[config.mk]
export PLATFORM = sky130hd
export DESIGN_NAME = decoder_2to4_seq
export DESIGN_NICKNAME = d
export VERILOG_FILES = /design/src/rtl/decoder_2to4_seq.sv
export SDC_FILE = /design/constraint.sdc
export NUM_CORES = 1
export LEC_CHECK = 0
export CORE_AREA = 2 2 53 55
export CTS_CLUSTER_DIAMETER = 30
export CTS_CLUSTER_SIZE = 12
export DETAILED_ROUTE_END_ITERATION = 12
export DIE_AREA = 0 0 55 57
export GPL_ROUTABILITY_DRIVEN = 0
export GPL_TIMING_DRIVEN = 0
export PLACE_DENSITY = 0.86
export SYNTH_ARGS = -nofsm -noshare
export SYNTH_HDL_FRONTEND = slang
export SYNTH_SLANG_ARGS = --single-unit
[constraint.sdc]
create_clock -name clk -period 3 [get_ports clk]
set_clock_uncertainty 0.15 [all_clocks]
set_input_delay 0.45 -clock clk [delete_from_list [all_inputs] [get_ports clk]]
set_output_delay 0.45 -clock clk [all_outputs]
set_load 0.05 [all_outputs]
[src/rtl/decoder_2to4_seq.sv]
// Queued 2-to-4 decoder: accepted {en, code} pairs pass through a small FIFO,
// and each pair drives a one-hot slot on out_y for HOLD_CYCLES cycles.
module decoder_2to4_seq #(
   parameter int unsigned HOLD_CYCLES = 2,
   parameter int unsigned FIFO_DEPTH  = 4
) (
   input  logic                          clk,
   input  logic                          rst_n,
   input  logic                          in_valid,
   output logic                          in_ready,
   input  logic [1:0]                    in_code,
   input  logic                          in_en,
   output logic [3:0]                    out_y,
   output logic                          out_valid,
   output logic [$clog2(FIFO_DEPTH):0]   fifo_count,
   output logic                          busy
);

   localparam int unsigned PW = (FIFO_DEPTH > 1) ? $clog2(FIFO_DEPTH) : 1;
   localparam int unsigned CW = $clog2(FIFO_DEPTH) + 1;
   localparam logic [3:0]  HOLD_LOAD = 4'(HOLD_CYCLES - 1);
   localparam logic [CW-1:0] DEPTH_C = CW'(FIFO_DEPTH);

   typedef enum logic {
      IDLE,
      HOLD
   } state_e;

   logic [2:0]    mem_q [FIFO_DEPTH];
   logic [PW-1:0] wr_ptr_q, wr_ptr_d;
   logic [PW-1:0] rd_ptr_q, rd_ptr_d;
   logic [CW-1:0] count_q, count_d;
   logic [3:0]    hold_cnt_q, hold_cnt_d;
   logic [3:0]    y_q, y_d;
   logic          valid_q, valid_d;
   state_e        state_q, state_d;

   logic          push;
   logic          pop;
   logic [2:0]    head;

   // Ready looks only at the registered count, so a same-cycle pop never frees a slot early.
   assign in_ready   = rst_n && (count_q < DEPTH_C);
   assign push       = in_valid && in_ready;
   assign pop        = (count_q != '0) && ((state_q == IDLE) || (hold_cnt_q == '0));
   assign head       = mem_q[rd_ptr_q];

   assign out_y      = y_q;
   assign out_valid  = valid_q;
   assign fifo_count = count_q;
   assign busy       = (state_q == HOLD) || (count_q != '0);

   always_comb begin
      wr_ptr_d   = wr_ptr_q;
      rd_ptr_d   = rd_ptr_q;
      count_d    = count_q;
      hold_cnt_d = hold_cnt_q;
      y_d        = y_q;
      valid_d    = valid_q;
      state_d    = state_q;

      if (push) begin
         wr_ptr_d = PW'(wr_ptr_q + 1'b1);
      end
      if (pop) begin
         rd_ptr_d = PW'(rd_ptr_q + 1'b1);
      end
      if (push && !pop) begin
         count_d = count_q + 1'b1;
      end else if (pop && !push) begin
         count_d = count_q - 1'b1;
      end

      if (pop) begin
         state_d    = HOLD;
         hold_cnt_d = HOLD_LOAD;
         valid_d    = 1'b1;
         y_d        = head[2] ? (4'b0001 << head[1:0]) : '0;
      end else if (state_q == HOLD) begin
         if (hold_cnt_q != '0) begin
            hold_cnt_d = hold_cnt_q - 1'b1;
         end else begin
            state_d = IDLE;
            valid_d = 1'b0;
            y_d     = '0;
         end
      end
   end

   always_ff @(posedge clk or negedge rst_n) begin
      if (!rst_n) begin
         wr_ptr_q   <= '0;
         rd_ptr_q   <= '0;
         count_q    <= '0;
         hold_cnt_q <= '0;
         y_q        <= '0;
         valid_q    <= 1'b0;
         state_q    <= IDLE;
      end else begin
         wr_ptr_q   <= wr_ptr_d;
         rd_ptr_q   <= rd_ptr_d;
         count_q    <= count_d;
         hold_cnt_q <= hold_cnt_d;
         y_q        <= y_d;
         valid_q    <= valid_d;
         state_q    <= state_d;
      end
   end

   // Storage needs no reset: an entry is only read after the pointers say it was written.
   always_ff @(posedge clk) begin
      if (push) begin
         mem_q[wr_ptr_q] <= {in_en, in_code};
      end
   end

endmodule
==> results of run 1 <==
-- routing by layer --
metal | vias up | wire, µm
met4 | 0 | 50
met2 | 18 | 979
met3 | 5 | 87
met1 | 366 | 970
li1 | 384 | -
met5 | - | 0
-- power by group through the flow --
stage	Combinational [mW]	Sequential, mW	Clock, mW
2_1_floorplan	0.452	0.782	0
3_3_place_gp	0.767	0.637	0
3_5_place_dp	0.796	0.647	0
4_1_cts	0.799	0.639	0.232
5_1_grt	0.864	0.654	0.254
6_report	0.788	0.637	0.225
-- how the worst max path moves through the flow --
stage / cells past startpoint / slack, ns / end
6_report: 3 / 0.38 / busy
5_1_grt: 3 / 0.22 / busy
4_1_cts: 3 / 0.02 / in_ready
3_5_place_dp: 9 / -0.47 / fifo_count[2]$_DFFE_PN0P_
3_3_place_gp: 9 / -0.39 / fifo_count[2]$_DFFE_PN0P_
2_1_floorplan: 8 / 0.28 / fifo_count[2]$_DFFE_PN0P_
-- metrics by stage --
| stage | TNS [ns] | cells | hold slack [ns] |
|---|---|---|---|
| after floorplan | 0 | 95 | 0.00441 |
| after global placement | -0.956 | 141 | 0.309 |
| after detailed placement | -1.14 | 141 | 0.316 |
| after CTS | 0 | 149 | 0.152 |
| after global routing | 0 | 150 | 0.364 |
| final | 0 | 150 | 0.335 |
-- cell usage in the layout (no fill, tap or decap), types with 3 or more instances in the layout --
master	n
dfrtp_1	17
clkdlybuf4s50_1	14
edfxtp_1	12
nand2_1	7
ha_1	7
inv_1	6
clkbuf_4	5
and3_1	4
xnor2_1	4
nor3_1	3
a22o_1	3
mux4_2	3
-- state kept, by name (all words and copies together), names as in the netlist --
register	flops
fifo_count	3
hold_cnt_q	4
mem_q	12
out_valid	1
out_y	4
rd_ptr_q	2
state_q	1
wr_ptr_q	2
-- cell usage after synthesis, types with 2 or more instances --
master,instances,area (µm²)
xor2_1,2,17.5
mux4_2,3,67.6
xnor2_1,4,35.0
inv_1,6,22.5
ha_1,7,87.6
dfrtp_1,17,425
nor3_1,3,15.0
buf_6,2,22.5
mux2_2,2,22.5
nand3_1,2,10.0
a21o_1,2,15.0
edfxtp_1,12,360
nand2_1,7,26.3
o21ai_0,2,10.0
nor2_1,2,7.51
and3_1,4,25.0
a22o_1,3,26.3
-- timing repair --
item                                    in CTS  in global routing
hold buffers                                 0                  1
resized for setup                            2                  1
endpoints found under the setup margin       3                  2
hold endpoints to repair                     0                 17
-- kinds of logic after synthesis --
family                     count (synthesis)  synth area share (%)
AOI/OAI and AO/OA                          9                  5.39
DFF                                       29                  58.4
muxes                                      8                  10.2
xor gates and xnor gates                   6                  3.90
adders and majority gates                  8                  7.99
buffers and inverters                      9                  3.62
and+or+nand+nor                           26                  10.5
-- layout make-up --
cell class / count / area (µm²)
buffer: 3 / 26.3
clock buffer: 5 / 37.5
clock inverter: 3 / 17.5
fill: 201 / 1020
inverter: 6 / 22.5
multi-input combinational: 57 / 514
sequential: 29 / 786
tap: 31 / 38.8
timing repair buffer: 16 / 155
==> results.ini, run 1 <==
[placed_design]
dp_hpwl_mm = 1.57
pre_cts_slack_ns = -0.472
port_buffers = 15
postPlaceCellArea_um2 = 1540

[detailed_routing]
wl_per_cell_um = 13.9
remaining_drc_errors = 0
drtIter0Drc = 10
routed_via_density = 5.15
drt_first_pass_iters = 4
antenna_left = 0
num_vias = 773
wl_mm = 2.09

[worst_setup_path]
required_ns = 2.40
worst_r2r_startpoint = hold_cnt_q[0]$_DFFE_PN0P_
arrival_ns = 2.02
cp_cell_sequence = nor3_1 -> nand2_1 -> clkdlybuf4s50_1
cp-startpoint = fifo_count[0]$_DFFE_PN0P_
cpPeakStageDelay_ns = 0.72
path_delay_family = buffers and inverters
crit_fanout = 5
path_class = flop to output pin
worst-path-buf-inv = 1
r2r_cells = 12
end_kind = output pin
r2r-end = fifo_count[2]$_DFFE_PN0P_
cp-start-kind = flop
cpMaxStageDelayCell = clkdlybuf4s50_1
r2r_slack_ns = 0.49

[sta]
period_needed_ns = 2.62
worstMarginPinSlew_ns = 0.781
rsz0062_at_grt = false
relSlewSlack_pct = 47.8
setup_viol = 0
period_share_pct = 87.2
setup_ws_ns = 0.383
maxSlewViolCount = 0
hold_viol = 0
max_freq_mhz = 382

[floorplan]
io_pins = 16
rows = 19
die_width_um = 55
die-height_um = 57
die_area_um2 = 3140
start_util_pct = 51.5
core_um2 = 2620

[yosys]
ys_ff_latch = 29
synth_top_flop_cell = dfrtp_1
ys_seq_area_share_pct = 58.4
syn_inst = 95
postSynthAreaPerCell_um2 = 14.2
synth.net_count = 109
synth_edf_count = 12
synth_cell_types = 32
syn_area_um2 = 1350
async_flop_share_pct = 58.6
ys_warn_count = 0

[grt]
use_met3_pct = 5.50
antenna_found_initial = 0
grt.met1_usage_pct = 22.2
grtUsageTotal_pct = 16.9
top_usage_layer = met2
grt_pass1_wl_mm = 3.65
grt_max_degree = 19
grt_pass1_vias = 805
overflow = 0
gr-usage-met2_pct = 23.6

[hold_path]
holdPathEnd = out_y[0]$_DFFE_PN0P_
min_path_type = flop to flop
min_from = out_y[0]$_DFFE_PN0P_
hold_depth = 1

[run_status]
outcome = completed

[clock_tree]
cts_tree = done
clk_latency_ns = 0.32
cts_sinks = 29
clockRootBuffer = clkbuf_4
postCtsSetupRepairBufs = 0
clk_pin_slew_ns = 0.09
cts.path.max_buffers = 2
numCtsBuffers = 5
htreeDepth = 2

[pwr]
p_leak_nw = 0.673
swShare_pct = 40.9
clock_power_share_pct = 13.6
vdd_drop_max_v = 0.000755
pwr-share-comb_pct = 47.8
p_switching_mw = 0.675
p_int_mw = 0.976
p_total_mw = 1.65
p_per_area_nw_per_um2 = 1030
seq_power_share_pct = 38.6

[layout]
drive_gt1_share_pct = 18.5
diodes = 0
final_area_um2 = 1600
nets = 132
fin_util_pct = 61.1
area_growth_pct = 18.7

[run]
cap_violations = 0

Power figures use the tool's default switching activity.
==> run 2, diff against run 1 <==
==> config.mk (replaced) <==
export PLATFORM = sky130hd
export DESIGN_NAME = decoder_2to4_seq
export DESIGN_NICKNAME = d
export VERILOG_FILES = /design/src/rtl/decoder_2to4_seq.sv
export SDC_FILE = /design/constraint.sdc
export NUM_CORES = 1
export LEC_CHECK = 0
export CAP_MARGIN = 20
export CORE_AREA = 2 2 72 74
export CTS_CLUSTER_DIAMETER = 30
export CTS_CLUSTER_SIZE = 12
export DETAILED_ROUTE_END_ITERATION = 12
export DIE_AREA = 0 0 74 76
export GPL_ROUTABILITY_DRIVEN = 0
export GPL_TIMING_DRIVEN = 0
export PLACE_DENSITY = 0.56
export RECOVER_POWER = 100
export SYNTH_ARGS = -nofsm -noshare
export SYNTH_HDL_FRONTEND = slang
export SYNTH_SLANG_ARGS = --single-unit
==> run 2 against run 1 <==
Combinational power decreased by 2.7%. Total power increased by 8.1%. Maximum frequency decreased by 5.0%. Sequential share of layout area decreased by 2.5 points. Highest routed layer unchanged. Largest cell class unchanged. Sequential cell count unchanged. Hold slack got worse by 0.28 ns. Wire length increased by 14%. Sequential power about the same.
==> results.ini, run 2 (synthesized netlist as in run 1, its figures left out) <==
[floorplan]
io_pins = 16
die_width_um = 74
start_util_pct = 27.4
die-height_um = 76
core_um2 = 4910
die_area_um2 = 5620
rows = 26

[worst_setup_path]
end_kind = output pin
cp-start-kind = input port
arrival_ns = 2.15
path_class = input port to output pin
crit_fanout = 18
required_ns = 2.40

[sta]
worstMarginPinSlew_ns = 0.510
rsz0062_at_grt = false
maxSlewViolCount = 0
hold_viol = 0
tns_ns = 0
period_share_pct = 91.8
period_needed_ns = 2.75
max_freq_mhz = 363
setup_viol = 0
relSlewSlack_pct = 65.9
whs_ns = 0.0573

[layout]
nets = 131
largest_register_ff_count = 12
mostFrequentLayoutCell = dfrtp_1
area_growth_pct = 25.0
fin_cells = 188
final_cell_mix = dfrtp_1, dlygate4sd3_1, edfxtp_1
drive_gt1_share_pct = 14.4
diodes = 0
regMostFlops = mem_q
final_area_um2 = 1680

[clock_tree]
cts.path.max_buffers = 2
clk_pin_slew_ns = 0.06
holdBufCountCts = 0
ctsResizeCount = 3
cts_tree = done
numCtsBuffers = 5
clockRootBuffer = clkbuf_8
htreeDepth = 2
cts_sinks = 29
clk_latency_ns = 0.27
postCtsSetupRepairBufs = 0

[pwr]
p_total_mw = 1.78
p_leak_nw = 0.696
p_per_area_nw_per_um2 = 1060
vdd_drop_max_v = 0.000295

[grt]
grt_max_degree = 19
grt_pass1_vias = 837
grtUsageTotal_pct = 9.89
antenna_found_initial = 0
overflow = 0
grt_pass1_wl_mm = 4.09

[placed_design]
dp_hpwl_mm = 1.79
port_buffers = 15
placed_cells = 180
postPlaceCellArea_um2 = 1590

[detailed_routing]
num_vias = 761
met1_length_mm = 1.08
wl_met3_um = 67
routed_via_density = 4.05
remaining_drc_errors = 0
route.met2.wl_mm = 1.19
wl_per_cell_um = 12.6
top_layer = met4
wl_mm = 2.38
antenna_left = 0
drt_first_pass_iters = 4
drtIter0Drc = 24

[hold_path]
min_path_type = input port to async pin

[run_status]
outcome = completed

[run]
cap_violations = 0

run 2: cell type report:
class                   instances  area, µm²
fillers                       481       3230
clock inverters                 2       33.8
plain buffers                   3       26.3
repair buffers                 15        151
multi-input cells              57        503
flip-flops and latches         29        786
inverters                       6       22.5
well taps                      70       87.6
clock buffers                   6       72.6
run 2: report_power, final:
part,leakage (nW),switching [mW],total [mW],internal (mW)
sequential,0.313,0.102,0.634,0.532
combinational,0.331,0.439,0.767,0.328
clock,0.0528,0.138,0.383,0.245
total,0.696,0.679,1.78,1.10
run 2: final timing paths:
kind	from	endpoint	slack, ns	cells after the start
worst max-delay path	rst_n	in_ready	0.25	3
worst max register to register	hold_cnt_q[0]$_DFFE_PN0P_	fifo_count[1]$_DFFE_PN0P_	0.32	10
max in group asynchronous	rst_n	out_y[0]$_DFFE_PN0P_	2.33	1
worst min register to register	out_y[0]$_DFFE_PN0P_	out_y[0]$_DFFE_PN0P_	0.32	1
min in group clk	out_y[0]$_DFFE_PN0P_	out_y[0]$_DFFE_PN0P_	0.32	1
worst min-delay path	rst_n	hold_cnt_q[1]$_DFFE_PN0P_	0.06	1
run 2: through the flow:
stage	worst slack, ns	util, %
5_1_grt	0.102	34.3
3_5_place_dp	-0.480	32.3
6_report	0.246	34.3
2_1_floorplan	0.284	-
4_1_cts	0.278	34.5
3_3_place_gp	-0.405	32.3
run 2: worst max-delay path: stages:
cell and delay [ns]:
clkdlybuf4s15_2 0.46, nor2b_1 0.36, clkdlybuf4s50_1 0.88
run 2: layer usage:
metal,track usage (%),up-vias
met1,11.4,366
met3,3.57,2
li1,-,379
met4,5.45,0
met2,15.6,14
met5,0,-
==> run 3, diff against run 2 <==
--- a/config.mk
+++ b/config.mk
@@ -12,9 +12,9 @@
 export DETAILED_ROUTE_END_ITERATION = 12
 export DIE_AREA = 0 0 74 76
 export GPL_ROUTABILITY_DRIVEN = 0
-export GPL_TIMING_DRIVEN = 0
 export PLACE_DENSITY = 0.56
 export RECOVER_POWER = 100
+export SLEW_MARGIN = 20
 export SYNTH_ARGS = -nofsm -noshare
 export SYNTH_HDL_FRONTEND = slang
 export SYNTH_SLANG_ARGS = --single-unit
==> run 3 against run 2 <==
First-iteration DRC count rose by 25%. Final cell count did not move. Register-to-register slack improved by 0.17 ns. Via count rose by 2.0%. Global-route usage fell by 0.67 points. Core utilization fell by 0.46 points. Non-clock buffer count did not move. Combinational power fell by 7.0%. Hold slack improved by 0.26 ns. Critical endpoint is now busy.
==> results.ini, run 3 (synthesized netlist as in run 1, its figures left out) <==
[run_status]
outcome = completed

[grt]
grt_pass1_vias = 839
grt_max_degree = 18
overflow = 0
antenna_found_initial = 0
grtUsageTotal_pct = 9.22
grt_pass1_wl_mm = 3.88

[layout]
mostFrequentLayoutCell = dfrtp_1
multi_input_area_um2 = 503
largest_register_ff_count = 12
drive_gt1_share_pct = 11.9
fin_cells = 188
final_area_um2 = 1660
regArea_um2 = 786
nets = 131
final.fill_count = 496
fin_util_pct = 33.8
area_growth_pct = 23.3
regMostFlops = mem_q
final_cell_mix = dfrtp_1, dlygate4sd3_1, edfxtp_1
diodes = 0

[detailed_routing]
wl_mm = 2.21
drtIter0Drc = 30
wl_per_cell_um = 11.8
antenna_left = 0
num_vias = 776
remaining_drc_errors = 0
routed_via_density = 4.13
drt_first_pass_iters = 3

[sta]
hold_viol = 0
setup_viol = 0
maxSlewViolCount = 0
tns_ns = 0
relSlewSlack_pct = 38.2
max_freq_mhz = 379
rsz0062_at_grt = false
setup_ws_ns = 0.362
whs_ns = 0.320
period_share_pct = 87.9
worstMarginPinSlew_ns = 0.927
period_needed_ns = 2.64

[clock_tree]
ctsResizeCount = 0
cts_sinks = 29
holdBufCountCts = 0
numCtsBuffers = 5
clockRootBuffer = clkbuf_8
cts_tree = done
cts.path.max_buffers = 2
htreeDepth = 2
clk_pin_slew_ns = 0.06
clk_latency_ns = 0.27
postCtsSetupRepairBufs = 0

[pwr]
p_per_area_nw_per_um2 = 1050
vdd_drop_max_v = 0.000261
p_total_mw = 1.74
p_leak_nw = 0.683

[placed_design]
port_buffers = 15
postPlaceCellArea_um2 = 1590
pre_cts_slack_ns = 0.312
dp_hpwl_mm = 1.67
placed_cells = 180

[run]
cap_violations = 0

[worst_setup_path]
cpPeakStageDelay_ns = 0.78
cp-start-kind = flop
worst-path-buf-inv = 1
end_kind = output pin
path_delay_family = buffers and inverters
crit_fanout = 5
cp_cell_sequence = nor3_1 -> nand2_1 -> dlygate4sd3_1
arrival_ns = 2.04
required_ns = 2.40
cpMaxStageDelayCell = dlygate4sd3_1
path_class = flop to output pin

[floorplan]
core_um2 = 4910
die-height_um = 76
io_pins = 16
die_width_um = 74
start_util_pct = 27.4
rows = 26
die_area_um2 = 5620

[hold_path]
min_path_type = flop to flop

-- run 3: cell types whose count changed in the layout (fill, tap and decap cells not counted) --
cell / delta
buf_6: -2
clkbuf_1: +3
clkdlybuf4s50_1: -1
dlygate4sd3_1: +1
clkdlybuf4s15_2: -1
-- run 3: report_power, final --
group	internal (mW)	total, mW	switching, mW
Clock	0.245	0.386	0.141
Sequential	0.532	0.645	0.113
Combinational	0.299	0.713	0.414
-- run 3: routing by layer --
| layer | part of all wire [%] | wire [µm] | GRT usage, % |
|---|---|---|---|
| met3 | 2.9 | 65 | 3.57 |
| met5 | 0 | 0 | 0 |
| met1 | 47 | 1030 | 11.8 |
| met4 | 1.9 | 43 | 4.36 |
| met2 | 48 | 1070 | 13.6 |
-- run 3: worst paths after layout --
| check | startpoint | end | slack, ns | depth (start not counted) |
|---|---|---|---|---|
| worst max register to register | hold_cnt_q[0]$_DFFE_PN0P_ | fifo_count[1]$_DFFE_PN0P_ | 0.49 | 9 |
| min in group asynchronous | rst_n | wr_ptr_q[0]$_DFFE_PN0P_ | 0.76 | 2 |
| worst min register to register | out_y[0]$_DFFE_PN0P_ | out_y[0]$_DFFE_PN0P_ | 0.32 | 1 |
| worst max-delay path | fifo_count[0]$_DFFE_PN0P_ | busy | 0.36 | 3 |
| worst min-delay path | out_y[0]$_DFFE_PN0P_ | out_y[0]$_DFFE_PN0P_ | 0.32 | 1 |
| max in group asynchronous | rst_n | rd_ptr_q[0]$_DFFE_PN0P_ | 1.38 | 2 |
-- run 3: cell type report --
type                    count  area share [%]
clock inverters             2            2.03
clock buffers               6            4.37
repair buffers             18            9.34
multi-input cells          57            30.3
flip-flops and latches     29            47.3
inverters                   6            1.36
well taps                  70            5.28
